## config.mk

```make
export PLATFORM = sky130hd
export DESIGN_NAME = uart_rx_controller
export DESIGN_NICKNAME = d
export VERILOG_FILES = /design/src/rtl/uart_rx_pkg.sv /design/src/rtl/uart_rx_edge_bit_counter.sv /design/src/rtl/uart_rx_controller.sv
export SDC_FILE = /design/constraint.sdc
export NUM_CORES = 1
export LEC_CHECK = 0
export ABC_AREA = 1
export BUFFER_PORTS_ARGS = -buffer_cell sky130_fd_sc_hd__buf_2
export CAP_MARGIN = 30
export CORE_MARGIN = 1
export CORE_UTILIZATION = 51
export DETAILED_ROUTE_END_ITERATION = 12
export PLACE_DENSITY = 0.83
export SYNTH_ARGS = -nofsm -noshare
export SYNTH_HDL_FRONTEND = slang
export SYNTH_SLANG_ARGS = --single-unit
```

## constraint.sdc

```tcl
create_clock -name clock -period 1.69 [get_ports clock]
set_input_delay 0.169 -clock clock [delete_from_list [all_inputs] [get_ports clock]]
set_output_delay 0.169 -clock clock [all_outputs]
set_load 0.005 [all_outputs]
```

## src/rtl/uart_rx_pkg.sv

```systemverilog
// Shared encodings for the UART RX frame sequencer: FSM states, prescale codes
// and the prescale-code to oversampling-ratio mapping.
package uart_rx_pkg;

    typedef enum logic [2:0] {
        ST_IDLE   = 3'd0,
        ST_START  = 3'd1,
        ST_DATA   = 3'd2,
        ST_PARITY = 3'd3,
        ST_STOP   = 3'd4
    } state_t;

    localparam logic [1:0] CLOCK_8  = 2'b00;
    localparam logic [1:0] CLOCK_16 = 2'b01;
    localparam logic [1:0] CLOCK_32 = 2'b10;

    // The reserved code 2'b11 falls back to x8.
    function automatic logic [5:0] ratio(input logic [1:0] code);
        case (code)
            CLOCK_16: ratio = 6'd16;
            CLOCK_32: ratio = 6'd32;
            default:  ratio = 6'd8;
        endcase
    endfunction

endpackage

```

## src/rtl/uart_rx_edge_bit_counter.sv

```systemverilog
// Edge-within-bit and bit-within-byte counters; edge counter held at 0 while
// disabled, both wrap at their programmed last value. Zero latency, no backpressure.
module uart_rx_edge_bit_counter #(
    parameter int EDGE_CNT_WIDTH = 6,
    parameter int BIT_CNT_WIDTH  = 3,
    parameter int BIT_LAST       = 7
) (
    input  logic                      clock,
    input  logic                      reset,
    input  logic                      enable,
    input  logic [EDGE_CNT_WIDTH-1:0] last_edge,
    input  logic                      bit_inc,
    input  logic                      bit_clr,
    output logic [EDGE_CNT_WIDTH-1:0] edge_counter,
    output logic [BIT_CNT_WIDTH-1:0]  bit_counter,
    output logic                      edge_last
);

    assign edge_last = (edge_counter == last_edge);

    always_ff @(posedge clock or negedge reset) begin
        if (!reset) begin
            edge_counter <= '0;
        end else if (!enable || edge_last) begin
            edge_counter <= '0;
        end else begin
            edge_counter <= edge_counter + 1'b1;
        end
    end

    always_ff @(posedge clock or negedge reset) begin
        if (!reset) begin
            bit_counter <= '0;
        end else if (bit_clr) begin
            bit_counter <= '0;
        end else if (bit_inc) begin
            if (bit_counter == BIT_CNT_WIDTH'(BIT_LAST)) bit_counter <= '0;
            else                                           bit_counter <= bit_counter + 1'b1;
        end
    end

endmodule

```

## src/rtl/uart_rx_controller.sv

```systemverilog
// UART RX frame sequencer: start detect, LSB-first deserialize, parity/stop check; pulses
// land P*(10+parity_enable) edges after start detect. Optional UART_RX_ERR_CNT_EN adds err_count.
module uart_rx_controller
    import uart_rx_pkg::*;
#(
    parameter int DATA_WIDTH     = 8,
    parameter int EDGE_CNT_WIDTH = 6
) (
    input  logic                      clock,
    input  logic                      reset,
    input  logic                      rx_in,
    input  logic [1:0]                prescale,
    input  logic                      parity_enable,
    input  logic                      parity_type,
    input  logic                      sampled_bit,
    output logic [EDGE_CNT_WIDTH-1:0] edge_counter,
    output logic                      sample_enable,
    output logic                      busy,
    output logic [DATA_WIDTH-1:0]     data_out,
    output logic                      data_valid,
    output logic                      parity_error,
    output logic                      stop_error
`ifdef UART_RX_ERR_CNT_EN
    ,
    input  logic                      err_count_clr,
    output logic [7:0]                err_count
`endif
);

    localparam int BIT_CNT_WIDTH = (DATA_WIDTH > 1) ? $clog2(DATA_WIDTH) : 1;

    state_t                      state;
    logic [1:0]                  prescale_q;
    logic                        parity_enable_q;
    logic                        parity_type_q;
    logic [DATA_WIDTH-1:0]       shift;
    logic                        parity_err_r;
    logic [BIT_CNT_WIDTH-1:0]    bit_counter;
    logic [EDGE_CNT_WIDTH-1:0]   last_edge;
    logic                        eval;
    logic                        last_bit;

    assign last_edge     = EDGE_CNT_WIDTH'(ratio(prescale_q) - 6'd1);
    assign last_bit      = (bit_counter == BIT_CNT_WIDTH'(DATA_WIDTH - 1));
    assign busy          = (state != ST_IDLE);
    assign sample_enable = (state != ST_IDLE);

    uart_rx_edge_bit_counter #(
        .EDGE_CNT_WIDTH (EDGE_CNT_WIDTH),
        .BIT_CNT_WIDTH  (BIT_CNT_WIDTH),
        .BIT_LAST       (DATA_WIDTH - 1)
    ) u_counter (
        .clock        (clock),
        .reset        (reset),
        .enable       (busy),
        .last_edge    (last_edge),
        .bit_inc      ((state == ST_DATA) && eval),
        .bit_clr      (state == ST_START),
        .edge_counter (edge_counter),
        .bit_counter  (bit_counter),
        .edge_last    (eval)
    );

    always_ff @(posedge clock or negedge reset) begin
        if (!reset) begin
            state           <= ST_IDLE;
            prescale_q      <= CLOCK_8;
            parity_enable_q <= 1'b0;
            parity_type_q   <= 1'b0;
            shift           <= '0;
            parity_err_r    <= 1'b0;
            data_out        <= '0;
            data_valid      <= 1'b0;
            parity_error    <= 1'b0;
            stop_error      <= 1'b0;
        end else begin
            data_valid   <= 1'b0;
            parity_error <= 1'b0;
            stop_error   <= 1'b0;
            case (state)
                ST_IDLE: begin
                    // Frame configuration is frozen here for the whole frame.
                    if (!rx_in) begin
                        state           <= ST_START;
                        prescale_q      <= prescale;
                        parity_enable_q <= parity_enable;
                        parity_type_q   <= parity_type;
                    end
                end
                ST_START: begin
                    if (eval) state <= sampled_bit ? ST_IDLE : ST_DATA;
                end
                ST_DATA: begin
                    if (eval) begin
                        shift <= {sampled_bit, shift[DATA_WIDTH-1:1]};
                        if (last_bit) state <= parity_enable_q ? ST_PARITY : ST_STOP;
                    end
                end
                ST_PARITY: begin
                    if (eval) begin
                        parity_err_r <= sampled_bit != (parity_type_q ? ~^shift : ^shift);
                        state        <= ST_STOP;
                    end
                end
                ST_STOP: begin
                    if (eval) begin
                        parity_error <= parity_err_r;
                        stop_error   <= ~sampled_bit;
                        if (!parity_err_r && sampled_bit) begin
                            data_out   <= shift;
                            data_valid <= 1'b1;
                        end
                        parity_err_r <= 1'b0;
                        state        <= ST_IDLE;
                    end
                end
                default: state <= ST_IDLE;
            endcase
        end
    end

`ifdef UART_RX_ERR_CNT_EN
    logic err_event;

    assign err_event = eval && (((state == ST_START) && sampled_bit) ||
                                ((state == ST_STOP) && (parity_err_r || !sampled_bit)));

    always_ff @(posedge clock or negedge reset) begin
        if (!reset) begin
            err_count <= 8'd0;
        end else if (err_count_clr) begin
            err_count <= 8'd0;
        end else if (err_event && (err_count != 8'hFF)) begin
            err_count <= err_count + 8'd1;
        end
    end
`endif

endmodule

```

Word level (Yosys, flattened, before mapping)
Index checks and enable logic that the tools add are counted.
{"block": "word_totals", "out_inout_bits": 19, "ff_bits": 36, "in_bits": 8, "word_cells": 73}
{"block": "classes", "bitwise": 2, "n_eq_ne": 15, "n_reduce_logical": 16, "addsub": 3, "mux": 25}
{"operator": "$mux 3", "count": 10}
{"operator": "$pmux 3 s5", "count": 1}
{"operator": "$ne 2x2->1 const B", "count": 6}
{"operator": "$pmux 6 s2", "count": 1}
{"operator": "$mux 1", "count": 10}
{"operator": "$reduce_xnor 8->1", "count": 1}
{"operator": "$reduce_xor 8->1", "count": 1}
{"operator": "$add 6x1->6 const B", "count": 1}
{"operator": "$eq 3x2->1 const B", "count": 2}
{"operator": "$eq 3x3->1 const B", "count": 2}
{"operator": "$eq 6x6->1", "count": 1}
{"operator": "$mux 6", "count": 1}
{"operator": "$reduce_and 3->1", "count": 2}
{"operator": "$reduce_and 6->1", "count": 1}
{"operator": "$sub 6x1->6 const B", "count": 1}
{"operator": "$reduce_and 2->1", "count": 2}
{"operator": "$reduce_bool 2->1", "count": 2}
{"operator": "$add 3x1->3 const B", "count": 1}
{"operator": "$eq 3x1->1 const B", "count": 1}
{"operator": "$logic_not 3->1", "count": 1}
{"operator": "$reduce_bool 3->1", "count": 1}
{"operator": "$eq 2x1->1 const B", "count": 1}
{"operator": "$eq 2x2->1 const B", "count": 1}
{"operator": "$logic_and 1x1->1", "count": 2}
{"operator": "6 further kinds", "count": 8}

Depth between registers and ports, before layout
Gate-level depths: netlist of the first run.
{"block": "logic_depth", "ltp_word": 7, "ltp_mapped": 12, "mapped_depth_nobuf": 11}

By module
From an unflattened synthesis of the first run, not the netlist that was laid out.
{"block": "unflattened", "cells_unflattened": 241, "area_unflattened_um2": 1878.1}
{"module": "uart_rx_controller", "seq_area_each_um2": 675.6, "cells_each": 167, "n_inst": 1, "area_per_inst_um2": 1335.0}
{"module": "uart_rx_edge_bit_counter", "seq_area_each_um2": 225.2, "cells_each": 74, "n_inst": 1, "area_per_inst_um2": 543.0}

Worst setup path after synthesis of the first run
OpenSTA, ideal clock, no wires.
{"block": "synth_timing", "path_type": "reg2reg", "start": "register prescale_q[0]", "end": "register data_out[4]", "setup_slack_ns": 0.100, "synth_period_minus_slack_ns": 1.590, "required_time_ns": 1.572, "path_buffers": 1, "setup_ns": 0.118, "stages_incl_launch_ff": 13, "arrival_ns": 1.472, "path_cell_list": "dfrtp_1 > inv_1 > ha_1 > inv_1 > nand2_1 > nand2_1 > inv_1 > nand2_2 > nor2_8 > nand4_4 > buf_6 > nand2_2 > o21ai_2"}
{"block": "synth_between", "elab_chain_cells": 5, "word_cells_on_any_way": 6, "cone_classes": "1 x add/sub; 3 x eq/ne; 1 x mux; 1 x reduce/logical"}
{"element": "start, declared", "line": "uart_rx_controller.sv:33", "source": "logic [1:0] prescale_q;"}
{"element": "start signal, assigned", "line": "uart_rx_controller.sv:85", "source": "prescale_q <= prescale;"}
{"element": "$eq 2x2->1 / $eq 2x1->1 (equally long branches)", "line": "uart_rx_pkg.sv:19", "source": "case (code)"}
{"element": "$pmux 6 s2 (*)", "line": "uart_rx_pkg.sv:19"}
{"element": "$sub 6x1->6 (*)", "line": "uart_rx_controller.sv:43", "source": "assign last_edge = EDGE_CNT_WIDTH'(ratio(prescale_q) - 6'd1);"}
{"element": "$eq 6x6->1 (*)", "line": "uart_rx_edge_bit_counter.sv:19", "source": "assign edge_last = (edge_counter == last_edge);"}
{"element": "$reduce_and 3->1 (no source line) (*)"}
{"element": "end signal, assigned", "line": "uart_rx_controller.sv:110", "source": "data_out <= shift;"}
{"element": "end, declared", "line": "uart_rx_controller.sv:19", "source": "output logic [DATA_WIDTH-1:0] data_out,"}
Mark *: on every way between the ends. The rest lies on a longest branch, timed or not.
A chain may end at the register's enable or synchronous reset.

Worst setup path in the final report of the first run
{"block": "layout_timing", "start": "register prescale_q[0]", "end": "register data_out[7]"}
The elaborated chain is that of the path after synthesis.

==> results of run 1 <==
through the flow:
stage,util [%],cells,total power [mW],setup TNS [ns],instance area (sq um)
after floorplan,-,223,1.72,0,1880
after global placement,60.1,295,1.90,0,2070
after detailed placement,60.1,295,1.94,0,2070
after CTS,63.8,306,2.60,-0.0445,2200
after global routing,68.0,310,2.94,-0.870,2340
final,68.0,310,2.74,-0.117,2340
what timing repair did:
action | in CTS | in global routing
pin swaps | 1 | 3
endpoints found under the hold margin | 36 | 0
buffers inserted | 2 | 2
cloned | 0 | 2
hold buffers | 1 | 0
resized for setup | 2 | 24
endpoints found under the setup margin | 8 | 29
cell type report:
cell class,count,area [sq um],share of cell area (%)
clock buffers,8,90.1,3.85
inverters,30,113,4.81
multi-input cells,154,923,39.4
flip-flops and latches,36,902,38.5
well taps,46,57.6,2.46
repair buffers,36,255,10.9
where the power goes:
group	switching, mW	internal (mW)	leakage (nW)
clock	0.288	0.332	0.0455
sequential	0.115	0.979	0.484
combinational	0.604	0.418	0.718
Yosys cell counts, drive strengths merged:
cell type	n
or2	1
inv	29
nor3	3
nand3	18
dfrtp	36
o21ai	17
xor2	3
mux2	2
buf	3
nor3b	1
xnor2	2
clkinv	1
a21oi	7
nand2	71
ha	6
nor2	22
nand4	1
cells by family (layout without fill, tap and decap cells):
kind of cell	after synthesis	after routing	synth area share, %
xor+xnor	5	5	2.33
simple gates	117	117	28.7
flops	36	36	48.0
buf+inv	33	74	7.60
mux	2	2	1.20
compound gates	24	24	8.20
fa+ha+maj	6	6	4.00
sequential cells by signal, summed over array words and instances (netlist names):
signal / count
u_counter.edge_counter: 6
parity_enable_q: 1
parity_type_q: 1
parity_error: 1
data_out: 8
parity_err_r: 1
state: 3
shift: 8
u_counter.bit_counter: 3
stop_error: 1
prescale_q: 2
data_valid: 1
worst min path at each step:
stage,from,end,slack [ns],cells after the start
final,parity_enable,parity_enable_q$_DFFE_PN0P_,0.12,2
after global routing,parity_enable,parity_enable_q$_DFFE_PN0P_,0.11,2
after CTS,parity_enable,parity_enable_q$_DFFE_PN0P_,0.12,2
after detailed placement,reset,u_counter.edge_counter[0]$_DFF_PN0_,0.24,2
after global placement,reset,u_counter.edge_counter[0]$_DFF_PN0_,0.24,2
after floorplan,reset,data_out[0]$_DFFE_PN0P_,-0.13,0
metal layers:
layer	up-vias	wire length, microns	GRT usage [%]
li1	779	-	-
met1	725	1640	22.2
met2	41	1900	35.2
met3	8	169	6.02
met4	0	57	7.56
met5	-	0	0
==> flow_metrics.py, run 1 <==
metrics = {
    "status": {
        "status": "finished with violations",
        "violations": "setup timing",
    },
    "drt": {
        "drc_errors": 0,
        "drt_iter0_drc": 66,
        "drt.antenna.violating_nets": 0,
        "vias_per_cell": 5.01,
        "drt_first_pass_iters": 4,
        "avgRoutedWirePerCell_microns": 12.2,
        "drt-total-wl_mm": 3.77,
        "vias": 1553,
    },
    "die": {
        "starting_utilization_of_the_core_area_pct": 54.5,
        "design.die.area_sq_um": 3930,
        "core_area_sq_um": 3440,
        "number_of_top_level_design_ports": 27,
        "die_width_microns": 62.7,
        "die_h_microns": 62.7,
        "rows": 21,
    },
    "yosys": {
        "netlist.area_leader.share_pct": 48.0,
        "syn_inst": 223,
        "synth_top_cell_by_area": "dfrtp_1",
        "netlist_area_sq_um": 1880,
        "syn_avg_cell_area_sq_um": 8.42,
        "synthTopCellsByArea": "dfrtp_1, nand2_1, inv_1, nand3_1, ha_1",
        "synth_fp_nets": 237,
        "ys_seq_elements": 36,
        "synth.yosys.warnings": 0,
        "yosys_cell_types": 27,
        "synth_seq_area_share_pct": 48.0,
    },
    "critical_path": {
        "crit_start": "prescale_q[0]$_DFFE_PN0P_",
        "timing.reg2reg.worst_path_depth": 12,
        "regToRegStartpoint": "prescale_q[0]$_DFFE_PN0P_",
        "worst_ep_arrival_time_ns": 1.90,
        "cell_type_with_the_highest_occurrence_count_on_the_critical_path": "inv_2",
        "worst_setup_path_endpoint": "data_out[7]$_DFFE_PN0P_",
        "worstSetupPathType": "register to register",
        "critPathMaxFanout": 4,
        "cp_num_buf_inv": 4,
        "setup.reg_to_reg.worst_slack_ns": -0.02,
        "slowest_delay_ns": 0.39,
        "cp.depth": 12,
        "path_delay_family": "simple AND/OR/NAND/NOR gates",
        "worstPathCellList": "inv_2 -> ha_4 -> inv_2 -> nand2_2 -> nand2_2 -> inv_2 -> nand2_4 -> nor2_8 -> nand4_4 -> clkbuf_16 -> nand2_4 -> o21ai_2",
        "regToRegEndpoint": "data_out[7]$_DFFE_PN0P_",
        "endpoint_kind": "register",
        "worst_ep_required_time_ns": 1.87,
        "start_kind": "register",
        "timing.critical_path.slowest_stage_cell": "dfrtp_1",
    },
    "cells_and_area": {
        "most_frequent_cells_in_the_layout": "nand2_1, dfrtp_1, buf_2, inv_1, nor2_1",
        "fillers": 263,
        "antennaDiodeCount": 0,
        "areaGrowthSynthToFinish_pct": 24.7,
        "layout-drive-gt1-share_pct": 31.8,
        "final_nets": 277,
        "final_common_cell": "nand2_1",
    },
    "clock_tree": {
        "max-clock-path-buffers": 2,
        "clock_transition_time_at_the_flip_flop_clock_pins_of_the_worst_setup_and_hold_paths_ns": 0.07,
        "clock_insertion_delay_worst_skew_ns": 0.29,
        "cts_buffers": 5,
        "tritoncts_clock_tree": "yes",
        "clock_tree.htree_level_count": 2,
        "numClockSinks": 36,
        "cts.root.buffer_cell": "clkbuf_8",
    },
    "global_route": {
        "grt_pass1_wl_mm": 6.05,
        "first_global_vias": 1460,
        "globalRoute.totalOverflow": 0,
        "grt_antenna_before_repair": 0,
        "grt.total_usage_pct": 19.9,
        "grt_max_degree": 37,
    },
    "sta": {
        "finalMaxSlewViolations": 0,
        "timing.final.setup_violations": 7,
        "max-slew-margin-rel_pct": 69.5,
        "final_hold_viol_count": 0,
        "fmax_ghz": 0.583,
        "post-route-period-util_pct": 101,
        "worst_slack_ns": -0.0248,
        "final.min_clock_period_ns": 1.71,
        "actual_transition_at_the_worst_max_transition_pin_ns": 0.458,
        "final.setup_skew_ns": 0.00246,
        "final.hold.worst_slack_ns": 0.117,
        "rsz0062_at_grt": "yes",
    },
    "placed_design": {
        "gp_congestion": 0.898,
        "portBuffers": 26,
        "placement.setup.worst_slack_ns": 0.0000318,
        "hpwlAfterDp_mm": 2.51,
    },
    "power_and_ir_drop": {
        "total_leakage_power_nw": 1.25,
        "power.ir.vdd_worst_mv": 0.580,
        "power.density_nw_per_um2": 1170,
    },
    "run": {
        "timing.max_cap.violations": 0,
    },
    "hold_path": {
        "hold_path_class": "input port to register",
    },
}
(Power assumes the default switching activity.)
==> inputs of run 2 (changes only) <==
--- a/config.mk
+++ b/config.mk
@@ -12,5 +12,5 @@
 export CORE_UTILIZATION = 51
 export DETAILED_ROUTE_END_ITERATION = 12
-export PLACE_DENSITY = 0.83
+export PLACE_DENSITY = 0.86
 export SYNTH_ARGS = -nofsm -noshare
 export SYNTH_HDL_FRONTEND = slang
==> constraint.sdc (replaced) <==
create_clock -name clock -period 1.69 [get_ports clock]
set_input_delay 0.0845 -clock clock [delete_from_list [all_inputs] [get_ports clock]]
set_output_delay 0.0845 -clock clock [all_outputs]
set_load 0.005 [all_outputs]
==> flow_metrics.py, run 2 (synthesis gave the netlist of run 1 again) <==
metrics = {
    "die": {
        "core_area_sq_um": 3440,
        "design.die.area_sq_um": 3930,
        "die_width_microns": 62.7,
        "starting_utilization_of_the_core_area_pct": 54.5,
        "rows": 21,
        "number_of_top_level_design_ports": 27,
        "die_h_microns": 62.7,
    },
    "critical_path": {
        "worstPathCellList": "ha_4 -> inv_2 -> nand2_2 -> nand2_2 -> inv_2 -> nand2_4 -> nor2_8 -> nand4_4 -> clkbuf_16 -> nand2_4 -> o21ai_2",
        "worst_ep_arrival_time_ns": 1.91,
        "regToRegEndpoint": "data_out[4]$_DFFE_PN0P_",
        "slowest_delay_ns": 0.44,
        "worstSetupPathType": "register to register",
        "start_kind": "register",
        "timing.critical_path.slowest_stage_cell": "dfrtp_2",
        "endpoint_kind": "register",
        "setup.reg_to_reg.worst_slack_ns": -0.04,
        "critPathMaxFanout": 6,
        "worst_ep_required_time_ns": 1.88,
        "regToRegStartpoint": "prescale_q[1]$_DFFE_PN0P_",
        "timing.reg2reg.worst_path_depth": 11,
    },
    "clock_tree": {
        "cts.root.buffer_cell": "clkbuf_8",
        "clock_insertion_delay_worst_skew_ns": 0.29,
        "cts_buffers": 5,
        "clock_tree.htree_level_count": 2,
        "clock_transition_time_at_the_flip_flop_clock_pins_of_the_worst_setup_and_hold_paths_ns": 0.07,
        "tritoncts_clock_tree": "yes",
        "max-clock-path-buffers": 2,
        "numClockSinks": 36,
    },
    "drt": {
        "drt-total-wl_mm": 3.79,
        "avgRoutedWirePerCell_microns": 12.4,
        "route.met3.wl_microns": 165,
        "drt_first_pass_iters": 4,
        "met2WireLength_mm": 1.94,
        "drt.antenna.violating_nets": 0,
        "drt_iter0_drc": 107,
        "drc_errors": 0,
        "vias_per_cell": 5.10,
        "vias": 1560,
        "top_layer": "met4",
        "wl_met1_mm": 1.62,
    },
    "hold_path": {
        "hold_path_class": "input port to register",
        "hold_path_startpoint": "parity_type",
        "min_delay_path_depth": 2,
        "timing.hold.worst_endpoint": "parity_type_q$_DFFE_PN0P_",
    },
    "cells_and_area": {
        "final_nets": 274,
        "layout-drive-gt1-share_pct": 31.9,
        "fillers": 282,
        "most_frequent_cells_in_the_layout": "nand2_1, dfrtp_1, buf_2, inv_1, nor2_1",
        "areaGrowthSynthToFinish_pct": 24.5,
        "largestRegisters": "data_out: 8 flops, shift: 8 flops, u_counter.edge_counter: 6 flops",
        "final_common_cell": "nand2_1",
        "antennaDiodeCount": 0,
        "final-instance-count-excl-fill": 306,
    },
    "global_route": {
        "grt_antenna_before_repair": 0,
        "grt_pass1_wl_mm": 5.91,
        "globalRoute.totalOverflow": 0,
        "first_global_vias": 1390,
        "grt.total_usage_pct": 19.8,
        "grt_max_degree": 20,
    },
    "sta": {
        "timing.final.setup_violations": 8,
        "finalMaxSlewViolations": 0,
        "max-slew-margin-rel_pct": 71.5,
        "final.min_clock_period_ns": 1.73,
        "final.setup.tns_ns": -0.202,
        "final_hold_viol_count": 0,
        "post-route-period-util_pct": 102,
        "rsz0062_at_grt": "yes",
        "fmax_ghz": 0.580,
        "final.setup_skew_ns": 0.00517,
        "actual_transition_at_the_worst_max_transition_pin_ns": 0.428,
        "worst_slack_ns": -0.0351,
    },
    "power_and_ir_drop": {
        "power.ir.vdd_worst_mv": 0.618,
        "total_leakage_power_nw": 1.24,
        "power.density_nw_per_um2": 1140,
    },
    "placed_design": {
        "hpwlAfterDp_mm": 2.55,
        "numPlacedInstances": 295,
        "portBuffers": 26,
        "gp_congestion": 0.862,
    },
    "status": {
        "violations": "setup timing",
        "status": "finished with violations",
    },
    "run": {
        "timing.max_cap.violations": 0,
    },
}
-- run 2: cell types whose count changed in the layout (fill, tap and decap cells not counted), sizes merged --
cell	delta
buf	-3
clkbuf	-2
clkinv	+1
-- run 2: power by group --
part	internal (mW)	switching (mW)
logic	0.410	0.593
registers	0.979	0.106
clock network	0.280	0.296
-- run 2: layout make-up --
class                      count  area (sq um)  area share [%]
timing repair buffer          33           245            10.5
inverter                      30           113            4.82
sequential                    36           902            38.6
tap                           46          57.6            2.46
clock inverter                 1          5.00           0.214
clock buffer                   6          72.6            3.11
multi-input combinational    154           941            40.3
-- run 2: routing by layer --
metal	vias up	GRT usage, %
met5	-	0
met4	0	8.72
met3	7	6.57
met2	32	32.3
met1	751	23.8
li1	770	-
-- run 2: stage by stage --
| stage | hold slack [ns] | power (mW) | util [%] | instance area [sq um] | worst slack, ns |
|---|---|---|---|---|---|
| after floorplan | -0.211 | 1.72 | - | 1880 | 0.100 |
| after global placement | 0.0542 | 1.90 | 60.5 | 2080 | 0.0890 |
| after detailed placement | 0.0506 | 1.94 | 60.5 | 2080 | 0.0265 |
| after CTS | 0.0233 | 2.51 | 63.0 | 2170 | 0.0138 |
| after global routing | 0.0369 | 2.86 | 67.9 | 2340 | -0.113 |
| final | 0.0237 | 2.66 | 67.9 | 2340 | -0.0351 |
-- run 2: what timing repair did --
item,4_1_cts,5_1_grt
hold endpoints to repair,18,0
endpoints found under the setup margin,0,25
hold buffers,1,0
buffers inserted,0,1
resized for setup,0,31
-- run 2: how the worst max path moves through the flow --
| stage | startpoint | end | slack (ns) | cells after the start |
|---|---|---|---|---|
| after detailed placement | prescale_q[0]$_DFFE_PN0P_ | data_out[2]$_DFFE_PN0P_ | 0.03 | 12 |
| after CTS | prescale_q[0]$_DFFE_PN0P_ | data_out[7]$_DFFE_PN0P_ | 0.01 | 12 |
| after global routing | prescale_q[1]$_DFFE_PN0P_ | data_out[0]$_DFFE_PN0P_ | -0.11 | 11 |
| after global placement | prescale_q[0]$_DFFE_PN0P_ | data_out[6]$_DFFE_PN0P_ | 0.09 | 12 |
| after floorplan | prescale_q[0]$_DFFE_PN0P_ | data_out[4]$_DFFE_PN0P_ | 0.10 | 12 |
| final | prescale_q[1]$_DFFE_PN0P_ | data_out[4]$_DFFE_PN0P_ | -0.04 | 11 |
-- run 2: critical path, delay by kind of cell (launching register included) --
| family | cells | cell delay [ns] |
|---|---|---|
| simple gates | 6 | 0.55 |
| flops | 1 | 0.44 |
| buf+inv | 3 | 0.30 |
| fa+ha+maj | 1 | 0.28 |
| compound gates | 1 | 0.04 |
